[config.mk]
export PLATFORM = sky130hd
export DESIGN_NAME = audio_feeder
export DESIGN_NICKNAME = d
export VERILOG_FILES = /design/src/rtl/audio_feeder_pkg.sv /design/src/rtl/audio_fifo.sv /design/src/rtl/audio_feeder.sv
export SDC_FILE = /design/constraint.sdc
export NUM_CORES = 1
export LEC_CHECK = 0
export ABC_AREA = 1
export CAP_MARGIN = 5
export CORE_MARGIN = 5
export CORE_UTILIZATION = 25
export CTS_CLUSTER_DIAMETER = 150
export DETAILED_ROUTE_END_ITERATION = 8
export PLACE_DENSITY = 0.51
export SLEW_MARGIN = 25
export SYNTH_ARGS = -nofsm -noshare
export SYNTH_HDL_FRONTEND = slang
export SYNTH_SLANG_ARGS = --single-unit
[constraint.sdc]
create_clock -name CLK -period 3.15 [get_ports CLK]
set_input_delay 0.63 -clock CLK [delete_from_list [all_inputs] [get_ports CLK]]
set_output_delay 0.63 -clock CLK [all_outputs]
set_load 0.03 [all_outputs]
[src/rtl/audio_feeder_pkg.sv]
// ============================================================================
//  audio_feeder_pkg
//  Shared sample width and playback FSM state encoding for the audio feeder.
//  Revision: 1.0
// ============================================================================
`default_nettype none

package audio_feeder_pkg;

    localparam int SAMPLE_W = 16;

    typedef enum logic [1:0] {
        ST_IDLE  = 2'd0,
        ST_PRIME = 2'd1,
        ST_RUN   = 2'd2
    } state_e;

endpackage

`default_nettype wire

[src/rtl/audio_fifo.sv]
// ============================================================================
//  audio_fifo
//  Single-clock sample FIFO with occupancy output; no write-to-read bypass.
//  Revision: 1.0
// ============================================================================
`default_nettype none

module audio_fifo
    import audio_feeder_pkg::*;
#(
    parameter int DEPTH = 16,
    parameter int WIDTH = SAMPLE_W
) (
    input  logic                     CLK,
    input  logic                     RST,
    input  logic [WIDTH-1:0]         wr_data_i,
    input  logic                     wr_en_i,
    input  logic                     rd_en_i,
    output logic [WIDTH-1:0]         rd_data_o,
    output logic [$clog2(DEPTH):0]   level_o
);

    localparam int AW = $clog2(DEPTH);
    localparam int LW = AW + 1;
    localparam logic [LW-1:0] FULL_LVL = LW'(DEPTH);

    logic [WIDTH-1:0] mem_q [DEPTH];
    logic [AW-1:0]    wr_ptr_q;
    logic [AW-1:0]    rd_ptr_q;
    logic [LW-1:0]    level_q;
    logic             push_w;
    logic             pop_w;

    // Guards here keep the FIFO safe even if a caller ignores full/empty.
    assign push_w    = wr_en_i && (level_q != FULL_LVL);
    assign pop_w     = rd_en_i && (level_q != '0);
    assign rd_data_o = mem_q[rd_ptr_q];
    assign level_o   = level_q;

    always_ff @(posedge CLK) begin
        if (push_w) begin
            mem_q[wr_ptr_q] <= wr_data_i;
        end
    end

    always_ff @(posedge CLK or posedge RST) begin
        if (RST) begin
            wr_ptr_q <= '0;
            rd_ptr_q <= '0;
            level_q  <= '0;
        end else begin
            if (push_w) begin
                wr_ptr_q <= wr_ptr_q + AW'(1);
            end
            if (pop_w) begin
                rd_ptr_q <= rd_ptr_q + AW'(1);
            end
            case ({push_w, pop_w})
                2'b10:   level_q <= level_q + LW'(1);
                2'b01:   level_q <= level_q - LW'(1);
                default: level_q <= level_q;
            endcase
        end
    end

endmodule

`default_nettype wire

[src/rtl/audio_feeder.sv]
// ============================================================================
//  audio_feeder
//  Buffers PCM audio and emits a per-clock linearly interpolated modulation word.
//  Revision: 1.0
// ============================================================================
`default_nettype none

module audio_feeder
    import audio_feeder_pkg::*;
#(
    parameter int DEPTH       = 16,
    parameter int LOG2_DIV    = 11,
    parameter int PRIME_LEVEL = 8
) (
    input  logic                        CLK,
    input  logic                        RST,
    input  logic signed [SAMPLE_W-1:0]  s_data,
    input  logic                        s_valid,
    output logic                        s_ready,
    input  logic                        enable,
    input  logic                        clr_underrun,
    output logic signed [SAMPLE_W-1:0]  mod_out,
    output logic                        tick,
    output logic                        underrun,
    output logic [$clog2(DEPTH):0]      level
);

    localparam int LW    = $clog2(DEPTH) + 1;
    localparam int ACC_W = SAMPLE_W + LOG2_DIV + 1;
    localparam logic [LW-1:0]       FULL_LVL  = LW'(DEPTH);
    localparam logic [LW-1:0]       PRIME_LVL = LW'(PRIME_LEVEL);
    localparam logic [LOG2_DIV-1:0] PH_LAST   = '1;

    state_e                  state_q, state_d;
    logic [SAMPLE_W-1:0]     cur_q, cur_d;
    logic [SAMPLE_W-1:0]     next_q, next_d;
    logic [SAMPLE_W:0]       step_q, step_d;
    logic [ACC_W-1:0]        acc_q, acc_d;
    logic [LOG2_DIV-1:0]     phase_q, phase_d;
    logic                    tick_q, tick_d;
    logic                    underrun_q, underrun_d;
    logic [SAMPLE_W-1:0]     mod_q;
    logic [SAMPLE_W-1:0]     head_w;
    logic [LW-1:0]           level_w;
    logic                    pop_w;
    logic                    push_w;

    assign s_ready  = (level_w < FULL_LVL);
    assign push_w   = s_valid && s_ready;
    assign level    = level_w;
    assign mod_out  = mod_q;
    assign tick     = tick_q;
    assign underrun = underrun_q;

    audio_fifo #(
        .DEPTH (DEPTH),
        .WIDTH (SAMPLE_W)
    ) u_fifo (
        .CLK       (CLK),
        .RST       (RST),
        .wr_data_i (s_data),
        .wr_en_i   (push_w),
        .rd_en_i   (pop_w),
        .rd_data_o (head_w),
        .level_o   (level_w)
    );

    always_comb begin
        state_d    = state_q;
        cur_d      = cur_q;
        next_d     = next_q;
        step_d     = step_q;
        acc_d      = acc_q;
        phase_d    = phase_q;
        tick_d     = 1'b0;
        pop_w      = 1'b0;
        underrun_d = clr_underrun ? 1'b0 : underrun_q;
        case (state_q)
            ST_IDLE: begin
                acc_d   = '0;
                phase_d = '0;
                if (enable) begin
                    state_d = ST_PRIME;
                end
            end
            ST_PRIME: begin
                acc_d = '0;
                if (!enable) begin
                    state_d = ST_IDLE;
                end else if (level_w >= PRIME_LVL) begin
                    // First segment ramps from silence up to the first sample.
                    pop_w   = 1'b1;
                    next_d  = head_w;
                    cur_d   = '0;
                    step_d  = {head_w[SAMPLE_W-1], head_w};
                    phase_d = '0;
                    state_d = ST_RUN;
                end
            end
            ST_RUN: begin
                if (!enable) begin
                    state_d = ST_IDLE;
                    acc_d   = '0;
                end else if (phase_q == PH_LAST) begin
                    // Reload instead of adding so every sample is hit exactly.
                    cur_d   = next_q;
                    acc_d   = {cur_d[SAMPLE_W-1], cur_d, {LOG2_DIV{1'b0}}};
                    tick_d  = 1'b1;
                    phase_d = '0;
                    if (level_w != '0) begin
                        pop_w  = 1'b1;
                        next_d = head_w;
                        step_d = {head_w[SAMPLE_W-1], head_w} - {next_q[SAMPLE_W-1], next_q};
                    end else begin
                        step_d     = '0;
                        underrun_d = 1'b1;
                    end
                end else begin
                    acc_d   = acc_q + {{LOG2_DIV{step_q[SAMPLE_W]}}, step_q};
                    phase_d = phase_q + LOG2_DIV'(1);
                end
            end
            default: state_d = ST_IDLE;
        endcase
    end

    always_ff @(posedge CLK or posedge RST) begin
        if (RST) begin
            state_q    <= ST_IDLE;
            cur_q      <= '0;
            next_q     <= '0;
            step_q     <= '0;
            acc_q      <= '0;
            phase_q    <= '0;
            tick_q     <= 1'b0;
            underrun_q <= 1'b0;
            mod_q      <= '0;
        end else begin
            state_q    <= state_d;
            cur_q      <= cur_d;
            next_q     <= next_d;
            step_q     <= step_d;
            acc_q      <= acc_d;
            phase_q    <= phase_d;
            tick_q     <= tick_d;
            underrun_q <= underrun_d;
            mod_q      <= acc_q[LOG2_DIV+SAMPLE_W-1:LOG2_DIV];
        end
    end

endmodule

`default_nettype wire
==> results of run 1 <==
metal layers:
layer,wire [um],vias to the layer above
li1,-,6372
met1,21900,6271
met2,22500,263
met3,1930,72
met4,1190,0
met5,0,-
state kept, by name (all words and copies together), names as in the netlist:
name and flops:
step_q 17, u_fifo.level_o 5, mod_out 16, state_q 2, u_fifo.rd_ptr_q 4, phase_q 11
u_fifo.wr_ptr_q 4, tick 1, acc_q 27, next_q 16, underrun 1, u_fifo.mem_q 256
placed cells by master, fill, tap and decap left out, drive strengths merged, types with 2 or more instances in the layout:
cell type and instances:
nand3b 2, o22ai 15, o21bai 3, o211ai 18
clkbuf 46, buf 63, a21oi 122, nand4 20
nor3b 2, xnor2 9, bufinv 6, inv 189
fa 3, dfrtp 104, edfxtp 256, o21ai 145
nand3 110, nor2 161, ha 56, clkinv 19
nor3 5, a21o 4, clkinvlp 4, or2 2
nand2 546, clkdlybuf4s50 44, xor2 10
power by group:
part | total (mW) | internal, mW | switching, mW
sequential | 6.13 | 5.74 | 0.390
clock | 4.98 | 2.93 | 2.05
combinational | 9.88 | 3.28 | 6.60
total | 21.0 | 12.0 | 9.04
path summary, 6_finish.rpt:
kind / from / endpoint / slack [ns] / cells after the start
worst min register to register: acc_q[21] / mod_out[10] / 0.41 / 0
max in group asynchronous: RST / next_q[8] / 1.95 / 3
worst max-delay path: u_fifo.rd_ptr_q[0] / step_q[10] / 0.21 / 21
worst min-delay path: acc_q[21] / mod_out[10] / 0.41 / 0
worst max register to register: u_fifo.rd_ptr_q[0] / step_q[10] / 0.21 / 21
min in group asynchronous: RST / u_fifo.rd_ptr_q[2] / 0.44 / 2
layout make-up:
class,instances,area (um2),share of cell area (%)
Sequential cell,360,10300,49.4
Multi-Input combinational cell,1238,6210,29.8
Tap cell,931,1160,5.59
Clock buffer,46,1050,5.06
Timing Repair Buffer,107,1040,5.01
Inverter,192,731,3.51
Clock inverter,26,342,1.64
through the flow:
stage | std cells | area, um2 | hold slack [ns]
after detailed placement | 2826 | 19300 | 0.402
final | 2900 | 20800 | 0.408
after floorplan | 1848 | 17400 | 0.378
after global placement | 2826 | 19300 | 0.396
after CTS | 2898 | 20700 | 0.415
after global routing | 2900 | 20800 | 0.434
cell families after synthesis:
| kind of cell | synth area share [%] |
|---|---|
| AOI/OAI and AO/OA | 9.87 |
| xor gates and xnor gates | 0.957 |
| and+or+nand+nor | 19.9 |
| adders and majority gates | 4.37 |
| DFF | 59.2 |
| buffers and inverters | 5.78 |
what timing repair did:
action,in CTS,in global routing
hold endpoints to repair,0,0
buffers inserted,0,2
gates resized for setup,0,23
setup endpoints to repair,0,9
==> qor.txt, run 1 <==
status - finished clean
Clock transition at path regs - 0.06 ns
final period utilization - 93.4%
CTS Hold Bufs - 0
Peak VDD IR - 0.527 mV
First DRT Iteration DRCs - 921
GR Util met1 - 16.9%
worst-skew pair later-pin latency - 0.60 ns
H-tree depth - 2
Initial Util - 25.3%
syn avg cell area - 9.41 um2
Synth top area share - 44.2%
Row Count - 96
global route total overflow - 0
buffers plus inverters on the worst setup path - 3
DRC violations left - 0
Die Height - 274 um
largest fanout on the critical path - 34
Most Crowded Layer GR - met2
syn nets - 1928
register area share after synthesis - 59.2%
Leakage - 8.73 nW
Max Slew Vio Count - 0
Slew @ Worst Pin - 0.710 ns
Slew Limit Headroom - 52.5%
Startpoint Class - register
crit-path max cell delay - 0.53 ns
Seq cells post-synth - 360
global-route wire length before repair - 74.4 mm
Data arrival, critical path - 3.42 ns
die area - 0.0750 mm2
total power - 21.0 mW
FILL cells - 7121
Post-DP HPWL - 32.0 mm
Synth top cells by count - nand2_1, edfxtp_1, inv_1
post-synth cell types - 41
Avg WL per Cell - 16.4 um
gr usage total - 12.6%
most frequently used flop master after synthesis - edfxtp_1
share of layout cells above drive strength 1 - 9.45%
number of synthesized flops with an enable pin - 256
met2 GRT Util - 21.0%
Sum Neg Setup Slack - 0 ns
clk sinks - 360
CP Cell Sequence - buf_12 -> a21oi_1 -> o21ai_0 -> o211ai_1 -> nand4_1 -> nand2_1 -> inv_1 -> ha_1 -> inv_1 -> fa_1 -> nand2_1 -> a21oi_2 -> nand2_1 -> nand2_1 -> nand2_1 -> nand2_1 -> nand2_1 -> nand3_1 -> nand2_1 -> nand2_1 -> nand2_1
max frequency - 340 MHz
DR vias - 12978
DRT antenna net count - 0
clock buffer depth - 3
I/O pins - 45
CTS buffer count - 40
met3 usage - 2.09%
number of max-cap violations - 0
n_diodes - 0
yosys warns - 0
Worst Clk Skew - 0.0532 ns
Final Hold Fails - 0
min-delay worst type - register to register
Final nets - 2019
detailed-route vias per instance - 4.48
synthesized area - 0.0174 mm2
Post-Syn Instances - 1848
final worst slack - 0.207 ns
final core utilization - 30.3%
Layout area overhead - 19.8%
Pre-Repair DR Iteration Count - 5
pwr dens - 1010 mW/mm2
Worst Path Required - 3.62 ns
CORE AREA - 0.0688 mm2
Port Buffers - 44
most frequent cell after synthesis - nand2_1
Die X - 274 um
top cells by area, synth - edfxtp_1, dfrtp_1, nand2_1, ha_1, inv_1
cell with the most instances on the worst path - nand2_1
post-synth top area cell - edfxtp_1
Place WS - 0.147 ns
Total Wirelength - 47.5 mm
vias in the first global route - 13018
delay-heaviest family, CP - simple AND/OR/NAND/NOR gates
initial antenna violation count - 0
largest net degree at the start of global routing - 71
placer congestion estimate - 0.858
Tmin final - 2.94 ns
root buffer cell - clkbuf_16
CP endpoint kind - register
Post-synth ARST share - 28.9%
slowest library cell on the worst path - dfrtp_4
CTS tree - done
final setup fails - 0
critical path class - register to register
(Power assumes the default switching activity.)
==> run 2: changes to the inputs <==
--- a/config.mk
+++ b/config.mk
@@ -12,7 +12,9 @@
 export CTS_CLUSTER_DIAMETER = 150
 export DETAILED_ROUTE_END_ITERATION = 8
 export PLACE_DENSITY = 0.51
-export SLEW_MARGIN = 25
+export SLEW_MARGIN = 20
 export SYNTH_ARGS = -nofsm -noshare
 export SYNTH_HDL_FRONTEND = slang
+export SYNTH_HIERARCHICAL = 1
 export SYNTH_SLANG_ARGS = --single-unit
+export TNS_END_PERCENT = 100
==> qor.txt, run 2 <==
Die Height - 280 um
Clock transition at path regs - 0.06 ns
largest fanout on the critical path - 16
root buffer cell - clkbuf_16
syn avg cell area - 8.67 um2
clock buffer depth - 3
Biggest register - u_fifo/mem_q
Worst Clk Skew - 0.0235 ns
Row Count - 99
CP Cell Sequence - buf_6 -> clkbuf_16 -> nand2_1 -> nand2_1 -> nand2_1 -> nand3_1 -> nand2_1 -> nand2_1 -> ha_1 -> nand2_1 -> o21ai_1 -> nand2_1 -> nand2_1 -> nand2_1 -> nand3b_1 -> nand3_1 -> a21boi_0
CTS tree - done
max frequency - 339 MHz
Initial Util - 25.1%
DRT antenna net count - 0
Seq cells post-synth - 360
share of layout cells above drive strength 1 - 7.48%
Layout area overhead - 18.4%
synthesized area - 0.0183 mm2
met1 WL - 23.4 mm
global-route wire length before repair - 78.1 mm
largest net degree at the start of global routing - 60
Data arrival, critical path - 3.42 ns
total power - 20.7 mW
final period utilization - 93.7%
Worst Path Required - 3.62 ns
commonest non-fill, non-tap cell in the layout - nand2_1
I/O pins - 45
crit-path max cell delay - 0.54 ns
Pre-Repair DR Iteration Count - 5
status - finished clean
delay-heaviest family, CP - simple AND/OR/NAND/NOR gates
Final nets - 2284
post-synth top area cell - edfxtp_1
Top Metal Used - met4
Total Wirelength - 50.1 mm
WL met3 - 2.17 mm
most frequent cells in the layout - nand2_1, inv_1, edfxtp_1, nor2_1, nand3_1
CTS buffer count - 40
detailed-route vias per instance - 4.40
CORE AREA - 0.0727 mm2
Largest regs - u_fifo/mem_q x256, acc_q x27, step_q x17
Slew Limit Headroom - 52.1%
DR vias - 14030
Synth top cells by count - nand2_1, inv_1, edfxtp_1
clk sinks - 360
n_diodes - 0
top cells by area, synth - edfxtp_1, nand2_1, dfrtp_1, inv_1, nand3_1
vias in the first global route - 13725
final setup fails - 0
final worst slack - 0.199 ns
gr usage total - 12.4%
Sum Neg Setup Slack - 0 ns
pwr dens - 957 mW/mm2
Post-DP HPWL - 34.4 mm
Max Slew Vio Count - 0
Peak VDD IR - 0.629 mV
Place WS - 0.0172 ns
most frequent cell after synthesis - nand2_1
global route total overflow - 0
Slew @ Worst Pin - 0.717 ns
number of synthesized flops with an enable pin - 256
die area - 0.0786 mm2
Synth top area share - 42.0%
Leakage - 9.83 nW
critical path class - register to register
worst-skew pair later-pin latency - 0.57 ns
most frequently used flop master after synthesis - edfxtp_1
post-synth cell types - 47
First DRT Iteration DRCs - 913
Tmin final - 2.95 ns
H-tree depth - 2
cell with the most instances on the worst path - nand2_1
buffers plus inverters on the worst setup path - 2
Die X - 280 um
Avg WL per Cell - 15.7 um
Post-Syn Instances - 2109
CP endpoint kind - register
Post-synth ARST share - 28.9%
slowest library cell on the worst path - dfrtp_4
WL met2 - 23.5 mm
initial antenna violation count - 0
syn nets - 2189
number of flip-flops in the largest register - 256
Startpoint Class - register
Port Buffers - 44
min-delay worst type - input pin to async pin
placer congestion estimate - 0.879
yosys warns - 6
register area share after synthesis - 56.3%
DRC violations left - 0
number of max-cap violations - 0
Final Hold Fails - 0
==> run 2: metal layers <==
metal | vias to the layer above | GRT usage, %
li1 | 6937 | -
met3 | 71 | 1.95
met1 | 6722 | 17.2
met4 | 0 | 2.89
met5 | - | 0
met2 | 300 | 20.4
==> run 2: where the power goes <==
part	leakage [nW]	internal (mW)	switching [mW]
registers	3.66	5.77	0.455
logic	5.53	3.41	6.42
clock network	0.629	2.69	1.97
total	9.83	11.9	8.84
==> run 2: cells by family (layout without fill, tap and decap cells) <==
group / count (synthesis) / after routing / synth area share [%]
AND/OR/NAND/NOR: 1173 / 1173 / 26.1
flip-flops: 360 / 360 / 56.3
buffers and inverters: 348 / 472 / 7.84
AO/OA/AOI/OAI: 146 / 146 / 4.47
adder cells (fa/ha/maj): 59 / 59 / 4.16
XOR/XNOR: 23 / 23 / 1.10
==> run 2: final cells by class <==
class	instances	area, um2
tap	959	1200
inverter	285	1090
fill	7618	51100
timing repair buffer	116	1140
clock buffer	55	1090
multi-input combinational	1401	6630
clock inverter	16	211
sequential	360	10300
==> run 2: worst paths after layout <==
kind / start / end / slack (ns) / depth (start not counted)
min in group CLK: acc_q[23] / mod_out[12] / 0.41 / 0
max in group asynchronous: RST / acc_q[1] / 2.06 / 3
min: RST / next_q[1] / 0.39 / 2
max reg2reg: u_fifo/rd_ptr_q[0] / step_q[13] / 0.20 / 17
max: u_fifo/rd_ptr_q[0] / step_q[13] / 0.20 / 17
min reg2reg: acc_q[23] / mod_out[12] / 0.41 / 0
==> run 2: what timing repair did <==
action	in CTS	in global routing
hold buffers	0	0
gates cloned	0	2
setup buffers	0	3
endpoints found under the setup margin	1	13
gates resized for setup	1	21
==> run 2: metrics by stage <==
step	std cells	util (%)	cell area, um2	hold WS (ns)
after global routing	3192	29.8	21700	0.395
after detailed placement	3116	27.8	20200	0.393
after CTS	3187	29.6	21500	0.368
after global placement	3116	27.8	20200	0.399
final	3192	29.8	21700	0.391
after floorplan	2109	-	18300	0.377
==> run 3: changes to the inputs <==
--- a/config.mk
+++ b/config.mk
@@ -6,7 +6,7 @@
 export NUM_CORES = 1
 export LEC_CHECK = 0
 export ABC_AREA = 1
-export CAP_MARGIN = 5
+export CAP_MARGIN = 10
 export CORE_MARGIN = 5
 export CORE_UTILIZATION = 25
 export CTS_CLUSTER_DIAMETER = 150
==> results of run 3 <==
Final layout, timing and power as in run 2 (identical DEF).
